File: config.mk
export PLATFORM = sky130hd
export DESIGN_NAME = simple_logic_deser_flat
export DESIGN_NICKNAME = d
export VERILOG_FILES = /design/src/rtl/simple_logic_deser_if.sv /design/src/rtl/simple_logic_deser.sv /design/src/flat_wrapper.sv
export SDC_FILE = /design/constraint.sdc
export NUM_CORES = 1
export LEC_CHECK = 0
export BUFFER_PORTS_ARGS = -buffer_cell sky130_fd_sc_hd__buf_2
export CAP_MARGIN = 20
export CORE_MARGIN = 1
export CORE_UTILIZATION = 40
export CTS_CLUSTER_DIAMETER = 100
export CTS_CLUSTER_SIZE = 24
export DETAILED_ROUTE_END_ITERATION = 10
export SKIP_LAST_GASP = 1
export SYNTH_ARGS = -nofsm -noshare
export SYNTH_HDL_FRONTEND = slang
export SYNTH_SLANG_ARGS = --single-unit
File: constraint.sdc
create_clock -name clk -period 1.6 [get_ports clk]
set_input_delay 0.16 -clock clk [delete_from_list [all_inputs] [get_ports clk]]
set_output_delay 0.16 -clock clk [all_outputs]
set_load 0.1 [all_outputs]
File: src/rtl/simple_logic_deser_if.sv
// Bus interface for simple_logic_deser: serial input side plus parallel word and status strobes.
// The master modport belongs to whatever feeds the receiver; the slave modport is the receiver itself.
interface simple_logic_deser_if #(
    parameter int WIDTH = 4
);
    logic             start;
    logic             din;
    logic             dinVld;
    logic [WIDTH-1:0] q;
    logic             qVld;
    logic             busy;
    logic             err;
    logic             perr;

    modport master (
        output start, din, dinVld,
        input  q, qVld, busy, err, perr
    );

    modport slave (
        input  start, din, dinVld,
        output q, qVld, busy, err, perr
    );
endinterface

File: src/rtl/simple_logic_deser.sv
// simple_logic_deser: serial-to-parallel frame receiver.
// A start strobe opens a frame and WIDTH qualified bits are collected LSB first.
// The finished word is then presented on q with a one-cycle qVld strobe.
// A start seen mid-frame restarts the frame and raises a one-cycle err strobe.
// Optional feature macro: SIMPLE_LOGIC_DESER_PARITY_EN adds a trailing even-parity bit,
// a PARITY state and the perr strobe; without it perr is tied low.
// All outputs come straight from flops, so no input reaches an output combinationally.
module simple_logic_deser #(
    parameter int WIDTH = 4,
    parameter int CNT_W = 3
) (
    input  logic                clk,
    input  logic                rst_n,
    simple_logic_deser_if.slave bus
);

`ifdef SIMPLE_LOGIC_DESER_PARITY_EN
    typedef enum logic [1:0] {IDLE, SHIFT, PARITY, DONE} state_t;
`else
    typedef enum logic [1:0] {IDLE, SHIFT, DONE} state_t;
`endif

    state_t             state_q, state_d;
    logic [CNT_W-1:0]   cnt_q, cnt_d;
    logic [WIDTH-1:0]   shiftReg_q, shiftReg_d;
    logic [WIDTH-1:0]   word_q, word_d;
    logic               qVld_q, qVld_d;
    logic               busy_q, busy_d;
    logic               err_q, err_d;
`ifdef SIMPLE_LOGIC_DESER_PARITY_EN
    logic               perr_q, perr_d;
    logic               parityOk;
`endif

    logic               lastBit;
    logic [WIDTH-1:0]   capturedWord;

    // The bit currently on din dropped into the slot selected by the bit counter.
    assign capturedWord = (shiftReg_q & ~(WIDTH'(1) << cnt_q)) | (WIDTH'(bus.din) << cnt_q);
    assign lastBit      = (cnt_q == CNT_W'(WIDTH - 1));
`ifdef SIMPLE_LOGIC_DESER_PARITY_EN
    assign parityOk     = ~(^{shiftReg_q, bus.din});
`endif

    // State register and all registered outputs; reset clears everything immediately.
    always_ff @(posedge clk or negedge rst_n) begin
        if (!rst_n) begin
            state_q    <= IDLE;
            cnt_q      <= '0;
            shiftReg_q <= '0;
            word_q     <= '0;
            qVld_q     <= 1'b0;
            busy_q     <= 1'b0;
            err_q      <= 1'b0;
`ifdef SIMPLE_LOGIC_DESER_PARITY_EN
            perr_q     <= 1'b0;
`endif
        end else begin
            state_q    <= state_d;
            cnt_q      <= cnt_d;
            shiftReg_q <= shiftReg_d;
            word_q     <= word_d;
            qVld_q     <= qVld_d;
            busy_q     <= busy_d;
            err_q      <= err_d;
`ifdef SIMPLE_LOGIC_DESER_PARITY_EN
            perr_q     <= perr_d;
`endif
        end
    end

    // Next state, bit counter and shift register; a start strobe always wins over bit capture.
    always_comb begin
        state_d    = state_q;
        cnt_d      = cnt_q;
        shiftReg_d = shiftReg_q;
        case (state_q)
            IDLE: begin
                if (bus.start) begin
                    state_d    = SHIFT;
                    cnt_d      = '0;
                    shiftReg_d = '0;
                end
            end
            SHIFT: begin
                if (bus.start) begin
                    cnt_d      = '0;
                    shiftReg_d = '0;
                end else if (bus.dinVld) begin
                    shiftReg_d = capturedWord;
                    cnt_d      = cnt_q + CNT_W'(1);
                    if (lastBit) begin
`ifdef SIMPLE_LOGIC_DESER_PARITY_EN
                        state_d = PARITY;
`else
                        state_d = DONE;
`endif
                    end
                end
            end
`ifdef SIMPLE_LOGIC_DESER_PARITY_EN
            PARITY: begin
                if (bus.start) begin
                    state_d    = SHIFT;
                    cnt_d      = '0;
                    shiftReg_d = '0;
                end else if (bus.dinVld) begin
                    state_d = parityOk ? DONE : IDLE;
                end
            end
`endif
            DONE: begin
                if (bus.start) begin
                    state_d    = SHIFT;
                    cnt_d      = '0;
                    shiftReg_d = '0;
                end else begin
                    state_d = IDLE;
                end
            end
            default: begin
                state_d = IDLE;
            end
        endcase
    end

    // Next values of the registered outputs: word, qVld, busy and the err/perr strobes.
    always_comb begin
        word_d = word_q;
        qVld_d = 1'b0;
        err_d  = 1'b0;
`ifdef SIMPLE_LOGIC_DESER_PARITY_EN
        perr_d = 1'b0;
        busy_d = (state_d == SHIFT) || (state_d == PARITY);
`else
        busy_d = (state_d == SHIFT);
`endif
        case (state_q)
            SHIFT: begin
                if (bus.start) begin
                    err_d = 1'b1;
                end else if (bus.dinVld && lastBit) begin
`ifndef SIMPLE_LOGIC_DESER_PARITY_EN
                    word_d = capturedWord;
                    qVld_d = 1'b1;
`endif
                end
            end
`ifdef SIMPLE_LOGIC_DESER_PARITY_EN
            PARITY: begin
                if (bus.start) begin
                    err_d = 1'b1;
                end else if (bus.dinVld) begin
                    if (parityOk) begin
                        word_d = shiftReg_q;
                        qVld_d = 1'b1;
                    end else begin
                        perr_d = 1'b1;
                    end
                end
            end
`endif
            default: begin
            end
        endcase
    end

    assign bus.q    = word_q;
    assign bus.qVld = qVld_q;
    assign bus.busy = busy_q;
    assign bus.err  = err_q;
`ifdef SIMPLE_LOGIC_DESER_PARITY_EN
    assign bus.perr = perr_q;
`else
    assign bus.perr = 1'b0;
`endif

endmodule

File: src/flat_wrapper.sv
// flat-port wrapper written by rule: the top's interface ports become plain ports
module simple_logic_deser_flat 
#(
    parameter int WIDTH = 4,
    parameter int CNT_W = 3
)
  (clk, rst_n, bus_start, bus_din, bus_dinVld, bus_q, bus_qVld, bus_busy, bus_err, bus_perr);
  simple_logic_deser_if #(.WIDTH(WIDTH)) bus_i ();
  input  logic clk;
  input  logic rst_n;
  input wire logic [$bits(bus_i.start)-1:0] bus_start;
  input wire logic [$bits(bus_i.din)-1:0] bus_din;
  input wire logic [$bits(bus_i.dinVld)-1:0] bus_dinVld;
  output wire logic [$bits(bus_i.q)-1:0] bus_q;
  output wire logic [$bits(bus_i.qVld)-1:0] bus_qVld;
  output wire logic [$bits(bus_i.busy)-1:0] bus_busy;
  output wire logic [$bits(bus_i.err)-1:0] bus_err;
  output wire logic [$bits(bus_i.perr)-1:0] bus_perr;
  assign bus_i.start = bus_start;
  assign bus_i.din = bus_din;
  assign bus_i.dinVld = bus_dinVld;
  assign bus_q = bus_i.q;
  assign bus_qVld = bus_i.qVld;
  assign bus_busy = bus_i.busy;
  assign bus_err = bus_i.err;
  assign bus_perr = bus_i.perr;
  simple_logic_deser #(.WIDTH(WIDTH), .CNT_W(CNT_W)) u_core (.clk(clk), .rst_n(rst_n), .bus(bus_i));
endmodule
==> flow_summary_export.csv, run 1 <==
group,metric,value,unit
synth,synthTopCellsByArea,"dfrtp_1, ha_1, mux2i_1, o21ai_1, inv_1",
setup_path,reg2reg_depth,4,
route,wirelength,1.545,mm
die,die_w,47.47,µm
die,die_h,47.47,µm
synth,synth_fa_ha_area_frac,0.07564,
synth,netlist_area,827.0,µm²
setup_path,cp.arrival,1.64,ns
min_path,hold_path_end,"u_core.bus.err$_DFF_PN0_",
route,wl_per_cell,12.88,µm
synth,yosys.area_share.simple,0.1634,
setup_path,end_kind,"register",
cts,root_buffer,"clkbuf_4",
placement,dp_hpwl,1.149,mm
timing,fin_crit_sh,0.8976,
run,drv_cap,0,
global_route,antenna_found_initial,0,
synth,yosys.area.top_type_share,0.4841,
finish,fin_area,938.4,µm²
finish,diodes,0,
synth,yosysMostFrequentCell,"dfrtp_1",
synth,synthFlopType,"dfrtp_1",
cts,clkTransAtPathRegs,0.08,ns
finish,area_growth,13.46,%
timing,max_freq,696.3,MHz
route,drtIter0Drc,13,
die,coreArea,0.001962,mm²
cts,clkLatencyLatePin,0.28,ns
synth,synth_mux_area_frac,0.04841,
setup_path,slowest_stage,"dfrtp_1",
timing,setup_tns,0,ns
synth,yosys_warnings,0,
finish,regArea,400.4,µm²
setup_path,cpMostUsedCell,"ha_1",
timing,rsz0062_at_grt,"false",
power,power.leakage,0.4427,nW
cts,cts_setup_buffers,0,
timing,period_minus_slack,1.436,ns
synth,ys_types,25,
route,ant_nets,0,
die,rows,16,
power,p_per_area,1148,mW/mm²
route,firstDrtPassIters,4,
setup_path,reg2reg_from,"u_core.cnt_q[0]$_DFFE_PN0P_",
route,drc,0,
setup_path,r2r_end,"u_core.bus.q[1]$_DFFE_PN0P_",
route,vias,606,
synth,syn_nets,89,
synth,synth_area_per_cell,10.47,µm²
synth,async_flop_share,1.000,
cts,cts_tree,"built",
placement,place_congestion,0.8341,
min_path,hold-path-cell-count,3,
synth,synth_top_family_by_area,"simple AND/OR/NAND/NOR gates",
cts,cts_buffer_depth,2,
die,ios,13,
run_status,status,"complete, no violations",
synth,seq_area_frac_synth,0.4841,
timing,slew_viol_final,0,
cts,numCtsBuffers,3,
finish,nFillCells,200,
power,total_power,1.077,mW
synth,synthTopCellsByCount,"dfrtp_1, inv_1, nand2_1, o21ai_1, ha_1",
power,peakVddDrop,0.5894,mV
global_route,grt_usage,0.1667,
global_route,grt_pass1_vias,555,
placement,placed_area,904.6,µm²
synth,synth_compound_area_frac,0.1467,
setup_path,cp_data_required_time,1.80,ns
synth,synth_xor_area_frac,0,
synth,synth_top_area_cell,"dfrtp_1",
synth,synth_edf_count,0,
synth,ys_ff_latch,16,
cts,htreeDepth,1,
die,initial_core_util,0.4216,
setup_path,crit_path_cell_trace,"ha_1 -> ha_1 -> and3_2 -> mux2i_1",
route,via_per_inst,5.050,
finish,multi_input_area,364.1,µm²
die,die-area,0.002253,mm²
synth,synth_cells,79,
setup_path,worstPathMaxFanout,8,
cts,clock_sinks,16,
setup_path,slowest_delay,0.48,ns
setup_path,rrSetupSlack,0.16,ns
timing,setup_viol_count_final,0,
placement,dp.cells,116,
global_route,grt_pass1_wl,2.539,mm
global_route,grt_max_degree,17,
setup_path,worstSetupPathType,"register to register",
finish,nets,105,
finish,stdcell_count,120,
min_path,min_path_type,"input port to register",
setup_path,startpoint_type,"register",
placement,port-buffer-count,11,
min_path,worstHoldStart,"bus_start",
timing,hold_violations,0,
finish,drive_gt1_frac,0.2473,
global_route,gr-total-overflow,0,
timing,clock_skew,0.004432,ns
[per-stage QoR]
stage	hold WS (ns)	util	setup WS [ns]
after global placement	0.08872	0.4611	0.2006
final	0.1437	0.4783	0.1638
after global routing	0.1441	0.4783	0.04383
after CTS	0.1316	0.4777	0.08450
after floorplan	-0.1356	-	0.2559
after detailed placement	0.08751	0.4611	0.1091
[metal layers]
metal  global-route usage  routed length (µm)
met1               0.2201                 723
met2               0.2438                 762
met3              0.06415                  59
met4              0.06857                   0
met5                    0                   0
[power breakdown]
part	internal (mW)	switching, mW	leakage (nW)	total (mW)
Clock	0.0872	0.112	0.0138	0.199
Combinational	0.0725	0.329	0.236	0.402
Sequential	0.447	0.0292	0.193	0.476
Total	0.606	0.471	0.443	1.08
[cell type report]
cell class / count / area share
Inverter: 8 / 0.03200
Timing Repair Buffer: 15 / 0.09333
Clock buffer: 3 / 0.02400
Tap cell: 27 / 0.03600
Multi-Input combinational cell: 51 / 0.3880
Sequential cell: 16 / 0.4267
[cells by family after synthesis]
family	count (synthesis)
mux	4
compound gates	19
simple gates	22
fa+ha+maj	5
other cells	1
flops	16
buf+inv	12
[sequential cells by signal, indices dropped and copies added, names as in the netlist]
signal             count
u_core.shiftReg_q      4
u_core.bus.busy        1
u_core.bus.err         1
u_core.state_q         2
u_core.bus.q           4
u_core.cnt_q           3
u_core.bus.qVld        1
[layout by cell type (no fill, tap or decap)]
cell type,count
nor2b_1,1
nand2_1,6
and2_2,1
clkbuf_4,3
dlygate4sd3_1,1
nor3b_4,1
buf_4,3
a32oi_1,3
a2bb2oi_1,2
ha_1,5
mux2i_1,4
buf_2,11
or3b_1,1
and3_2,4
nand3b_1,1
nand3_1,1
o21ai_0,2
o21ai_1,6
conb_1,1
nand2b_1,3
inv_1,8
a21oi_1,4
nor2_1,3
dfrtp_1,16
a22o_1,2
[critical path: cells and delay by family (launching register included)]
kind | cells | cell delay, ns
and+or+nand+nor | 1 | 0.28
DFF | 1 | 0.48
adders and majority gates | 2 | 0.38
muxes | 1 | 0.21
[worst max path at each step]
stage                                      startpoint                     endpoint  slack [ns]  depth (start not counted)
final                     u_core.cnt_q[0]$_DFFE_PN0P_  u_core.bus.q[1]$_DFFE_PN0P_        0.16                          4
after global routing      u_core.cnt_q[0]$_DFFE_PN0P_  u_core.bus.q[1]$_DFFE_PN0P_        0.04                          4
after CTS                 u_core.cnt_q[0]$_DFFE_PN0P_  u_core.bus.q[1]$_DFFE_PN0P_        0.08                          4
after detailed placement  u_core.cnt_q[0]$_DFFE_PN0P_  u_core.bus.q[1]$_DFFE_PN0P_        0.11                          4
after global placement    u_core.cnt_q[0]$_DFFE_PN0P_  u_core.bus.q[3]$_DFFE_PN0P_        0.20                          4
after floorplan           u_core.cnt_q[0]$_DFFE_PN0P_  u_core.bus.q[1]$_DFFE_PN0P_        0.26                          5
[what timing repair did]
item	in CTS	in global routing
endpoints found under the hold margin	16	0
endpoints found under the setup margin	0	2
hold buffers	1	0
resized for setup	0	1
No activity file was read; power rests on OpenSTA's default activity.
==> inputs of run 2 (changes only) <==
--- a/config.mk
+++ b/config.mk
@@ -12,6 +12,7 @@
 export CTS_CLUSTER_DIAMETER = 100
 export CTS_CLUSTER_SIZE = 24
 export DETAILED_ROUTE_END_ITERATION = 10
+export GPL_TIMING_DRIVEN = 0
 export SKIP_LAST_GASP = 1
 export SYNTH_ARGS = -nofsm -noshare
 export SYNTH_HDL_FRONTEND = slang
==> run 2 against run 1 <==
Against the previous run: sequential power about the same; clock skew down 0.0022 ns; clock power up 5%; sequential share of layout area down 0.45 points; largest power group unchanged; critical path depth up 1.
==> flow_summary_export.csv, run 2 (synthesis results as in run 1) <==
group,metric,value,unit
cts,clkTransAtPathRegs,0.09,ns
timing,setup_viol_count_final,0,
cts,cts_hold_buf,1,
placement,post-place-ws,0.1422,ns
finish,nets,106,
timing,clock_skew,0.002244,ns
die,initial_core_util,0.4216,
placement,placed_area,915.9,µm²
power,peakVddDrop,0.8688,mV
power,p_clk_frac,0.192,
global_route,antenna_found_initial,0,
power,internal_power,0.6053,mW
run_status,status,"complete, no violations",
timing,setup_tns,0,ns
min_path,min_path_type,"input port to register",
power,total_power,1.083,mW
timing,setup_ws,0.1386,ns
timing,tightest_slew,0.5617,ns
setup_path,path_depth,5,
cts,cts_tree,"built",
cts,clkLatencyLatePin,0.28,ns
route,firstDrtPassIters,4,
setup_path,critPathBufInv,1,
route,drtIter0Drc,6,
route,wl_per_cell,12.39,µm
finish,multi_input_area,362.8,µm²
global_route,grt_max_degree,17,
cts,cts_buffer_depth,2,
timing,period_minus_slack,1.461,ns
route,vias,598,
cts,numCtsBuffers,3,
finish,final_common_cell,"dfrtp_1",
timing,hold_violations,0,
setup_path,startpoint_type,"register",
die,rows,16,
finish,drive_gt1_frac,0.2340,
timing,fin_crit_sh,0.9134,
finish,nFillCells,202,
global_route,grt_usage,0.1597,
power,p_per_area,1142,mW/mm²
cts,clock_sinks,16,
setup_path,worstPathMaxFanout,8,
global_route,gr-total-overflow,0,
global_route,grt_pass1_vias,541,
run,drv_cap,0,
power,power.leakage,0.4465,nW
finish,regArea,400.4,µm²
route,via_per_inst,4.942,
min_path,hold-path-cell-count,3,
timing,max_freq,684.3,MHz
cts,cts_setup_buffers,0,
die,die-area,0.002253,mm²
route,ant_nets,0,
power,combPwrFrac,0.372,
global_route,grt_pass1_wl,2.401,mm
setup_path,crit_family,"flip-flops",
timing,timing.hold.ws,0.1356,ns
setup_path,cpMostUsedCell,"ha_1",
timing,relSlewSlack,0.6256,
die,coreArea,0.001962,mm²
finish,stdcell_count,121,
finish,fin_area,948.4,µm²
setup_path,slowest_stage,"dfrtp_1",
placement,dp.cells,117,
finish,area_growth,14.67,%
power,p_sw_frac,0.4411,
cts,root_buffer,"clkbuf_4",
finish,utilization,0.4834,
route,wirelength,1.499,mm
timing,rsz0062_at_grt,"false",
placement,port-buffer-count,11,
setup_path,worstSetupPathType,"register to register",
setup_path,end_kind,"register",
cts,cts_resized,0,
finish,diodes,0,
power,power.switching,0.4777,mW
placement,dp_hpwl,1.052,mm
die,ios,13,
die,die_w,47.47,µm
power,seqPwrFrac,0.436,
setup_path,crit_path_cell_trace,"ha_1 -> ha_1 -> and3_1 -> buf_6 -> mux2i_1",
route,drc,0,
cts,htreeDepth,1,
setup_path,reg2reg_depth,5,
timing,slew_viol_final,0,
setup_path,cp.arrival,1.62,ns
setup_path,slowest_delay,0.47,ns
finish,layout_common_cells,"dfrtp_1, buf_2, inv_1",
placement,place_congestion,0.8045,
setup_path,cp_data_required_time,1.76,ns
die,die_h,47.47,µm
[run 2: changes by cell type in the layout (fill, tap and decap cells not counted)]
| cell | before | now |
|---|---|---|
| buf_4 | 3 | 1 |
| and3_2 | 4 | 3 |
| clkbuf_1 | 0 | 1 |
| buf_6 | 0 | 2 |
| and3_1 | 0 | 1 |
[run 2: routing by layer]
| layer | vias up | share of wire | track usage |
|---|---|---|---|
| met3 | 2 | 0.031 | 0.03396 |
| met5 | - | 0 | 0 |
| met1 | 281 | 0.48 | 0.2136 |
| met4 | 0 | 0.017 | 0.06857 |
| li1 | 299 | - | - |
| met2 | 16 | 0.47 | 0.2493 |
[run 2: cell type report]
| type | instances | area share |
|---|---|---|
| inverter | 8 | 0.03166 |
| clock buffer | 3 | 0.02375 |
| tap | 27 | 0.03562 |
| timing repair buffer | 12 | 0.06860 |
| buffer | 4 | 0.03562 |
| multi-input combinational | 51 | 0.3826 |
| sequential | 16 | 0.4222 |
[run 2: worst paths after layout]
| kind | from | end | slack [ns] |
|---|---|---|---|
| max in group asynchronous | rst_n | u_core.bus.qVld$_DFF_PN0_ | 1.03 |
| setup reg to reg | u_core.cnt_q[0]$_DFFE_PN0P_ | u_core.bus.q[1]$_DFFE_PN0P_ | 0.14 |
| min in group asynchronous | rst_n | u_core.bus.q[3]$_DFFE_PN0P_ | 0.31 |
| hold / removal | bus_start | u_core.bus.err$_DFF_PN0_ | 0.14 |
| setup / recovery | u_core.cnt_q[0]$_DFFE_PN0P_ | u_core.bus.q[1]$_DFFE_PN0P_ | 0.14 |
| hold reg to reg | u_core.bus.q[2]$_DFFE_PN0P_ | u_core.bus.q[2]$_DFFE_PN0P_ | 0.52 |
[run 2: worst reg2reg max path: stages (launching register included)]
cell     delay (ns)
dfrtp_1        0.47
ha_1           0.24
ha_1           0.22
and3_1         0.17
buf_6          0.13
mux2i_1        0.11
[run 2: power by group through the flow]
stage / sequential (mW) / clock, mW / combinational [mW]
floorplan: 0.722 / 0 / 0.0899
global placement: 0.480 / 0 / 0.399
detailed placement: 0.481 / 0 / 0.403
CTS: 0.473 / 0.216 / 0.406
global route: 0.482 / 0.240 / 0.425
finish: 0.473 / 0.208 / 0.402
==> inputs of run 3 (changes only) <==
--- a/config.mk
+++ b/config.mk
@@ -5,7 +5,7 @@
 export SDC_FILE = /design/constraint.sdc
 export NUM_CORES = 1
 export LEC_CHECK = 0
-export BUFFER_PORTS_ARGS = -buffer_cell sky130_fd_sc_hd__buf_2
+export BUFFER_PORTS_ARGS = -buffer_cell sky130_fd_sc_hd__buf_4
 export CAP_MARGIN = 20
 export CORE_MARGIN = 1
 export CORE_UTILIZATION = 40
@@ -13,6 +13,7 @@
 export CTS_CLUSTER_SIZE = 24
 export DETAILED_ROUTE_END_ITERATION = 10
 export GPL_TIMING_DRIVEN = 0
+export PLACE_DENSITY = 0.69
 export SKIP_LAST_GASP = 1
 export SYNTH_ARGS = -nofsm -noshare
 export SYNTH_HDL_FRONTEND = slang
==> run 3 against run 2 <==
Against the previous run: clock power shrank 4%; sequential power is essentially flat; register-to-register slack lost 0.02 ns; global-route usage grew 1.0 points; die area is the same; cell area grew 2.9%; first-iteration DRC count grew 120%; largest power group unchanged; clock skew grew 0.0012 ns; setup slack lost 0.025 ns; sequential cell count is the same; sequential share of layout area shrank 1.2 points; total power grew 1.5%.
==> flow_summary_export.csv, run 3 (synthesis results as in run 1) <==
group,metric,value,unit
setup_path,end_kind,"register",
run,drv_cap,0,
setup_path,worstSetupPathType,"register to register",
timing,fin_crit_sh,0.9287,
setup_path,rrSetupSlack,0.11,ns
die,initial_core_util,0.4216,
route,firstDrtPassIters,4,
global_route,grt_pass1_vias,571,
die,die_w,47.47,µm
finish,layout_common_cells,"dfrtp_1, buf_4, inv_1",
finish,diodes,0,
cts,cts_setup_buffers,0,
setup_path,reg2reg_depth,5,
setup_path,slowest_delay,0.48,ns
setup_path,crit_path_cell_trace,"ha_1 -> ha_1 -> and3_1 -> buf_6 -> mux2i_1",
cts,cts_resized,0,
finish,nets,106,
route,wirelength,1.479,mm
timing,relSlewSlack,0.6187,
power,power.leakage,0.4585,nW
setup_path,reg2reg_from,"u_core.cnt_q[0]$_DFFE_PN0P_",
power,total_power,1.100,mW
placement,port-buffer-count,11,
setup_path,startpoint_type,"register",
power,peakVddDrop,0.7682,mV
finish,drive_gt1_frac,0.2340,
setup_path,cpMostUsedCell,"ha_1",
die,die_h,47.47,µm
timing,slew_viol_final,0,
global_route,gr-total-overflow,0,
die,rows,16,
min_path,min_path_type,"input port to register",
route,vias,584,
power,p_per_area,1127,mW/mm²
cts,cts_tree,"built",
global_route,grt_max_degree,17,
route,via_per_inst,4.826,
die,ios,13,
setup_path,r2r_end,"u_core.bus.q[0]$_DFFE_PN0P_",
min_path,hold_path_end,"u_core.bus.err$_DFF_PN0_",
timing,setup_ws,0.1141,ns
timing,clock_skew,0.003470,ns
global_route,antenna_found_initial,0,
timing,period_minus_slack,1.486,ns
min_path,worstHoldStart,"bus_start",
finish,nFillCells,184,
route,drtIter0Drc,13,
placement,dp_hpwl,1.039,mm
route,drc,0,
setup_path,critPathBufInv,1,
die,coreArea,0.001962,mm²
finish,area_growth,18.00,%
run_status,status,"complete, no violations",
cts,cts_buffer_depth,2,
cts,cts_hold_buf,1,
cts,htreeDepth,1,
setup_path,cp.arrival,1.64,ns
cts,clkTransAtPathRegs,0.08,ns
global_route,grt_usage,0.1698,
cts,clock_sinks,16,
route,ant_nets,0,
finish,regArea,400.4,µm²
die,die-area,0.002253,mm²
finish,multi_input_area,362.8,µm²
timing,hold_violations,0,
setup_path,crit_family,"flip-flops",
finish,final_common_cell,"dfrtp_1",
cts,clkLatencyLatePin,0.28,ns
timing,rsz0062_at_grt,"false",
cts,numCtsBuffers,3,
placement,post-place-ws,0.1211,ns
route,wl_per_cell,12.22,µm
timing,max_freq,673.0,MHz
cts,root_buffer,"clkbuf_4",
timing,setup_tns,0,ns
setup_path,cp_data_required_time,1.76,ns
timing,setup_viol_count_final,0,
timing,tightest_slew,0.5720,ns
global_route,grt_pass1_wl,2.511,mm
setup_path,worstPathMaxFanout,8,
min_path,hold-path-cell-count,3,
placement,place_congestion,0.8060,
setup_path,slowest_stage,"dfrtp_1",
run 3: report_power, final:
part / total [mW] / internal, mW / leakage [nW] / switching, mW
combinational: 0.425 / 0.0940 / 0.252 / 0.331
sequential: 0.476 / 0.447 / 0.193 / 0.0291
clock: 0.199 / 0.0874 / 0.0138 / 0.112
total: 1.10 / 0.628 / 0.458 / 0.471
run 3: stage by stage:
| step | instance area [µm²] | instances | hold slack [ns] | util |
|---|---|---|---|---|
| after floorplan | 827.0 | 79 | -0.1356 | - |
| after global placement | 943.4 | 117 | 0.02892 | 0.4809 |
| after detailed placement | 943.4 | 117 | 0.02928 | 0.4809 |
| after CTS | 975.9 | 121 | 0.1223 | 0.4974 |
| after global routing | 975.9 | 121 | 0.1436 | 0.4974 |
| final | 975.9 | 121 | 0.1337 | 0.4974 |
run 3: how the worst max path moves through the flow:
stage	from	end	slack, ns	depth (start not counted)
finish	u_core.cnt_q[0]$_DFFE_PN0P_	u_core.bus.q[0]$_DFFE_PN0P_	0.11	5
global route	u_core.cnt_q[0]$_DFFE_PN0P_	u_core.bus.q[0]$_DFFE_PN0P_	0.003	5
CTS	u_core.cnt_q[0]$_DFFE_PN0P_	u_core.bus.q[0]$_DFFE_PN0P_	0.10	5
detailed placement	u_core.cnt_q[0]$_DFFE_PN0P_	u_core.bus.q[0]$_DFFE_PN0P_	0.12	5
global placement	u_core.cnt_q[0]$_DFFE_PN0P_	u_core.bus.q[1]$_DFFE_PN0P_	0.16	5
floorplan	u_core.cnt_q[0]$_DFFE_PN0P_	u_core.bus.q[1]$_DFFE_PN0P_	0.26	5
run 3: layer usage:
metal / track usage / routed length (µm) / part of all wire / up-vias
met3: 0.06792 / 65 / 0.044 / 2
met2: 0.2384 / 612 / 0.41 / 11
li1: - / - / - / 303
met1: 0.2280 / 782 / 0.53 / 268
met5: 0 / 0 / 0 / -
met4: 0.08000 / 19 / 0.013 / 0
run 3: final cells by class:
cell class                 count  share of cell area
sequential                    16              0.4103
timing repair buffer          12             0.09487
clock buffer                   3             0.02308
multi-input combinational     51              0.3718
tap                           27             0.03462
buffer                         4             0.03462
inverter                       8             0.03077
run 3: tightest hold or removal path, cell delays in order:
cell and delay, ns:
buf_4 0.14, nand2_1 0.05, nor2_1 0.03
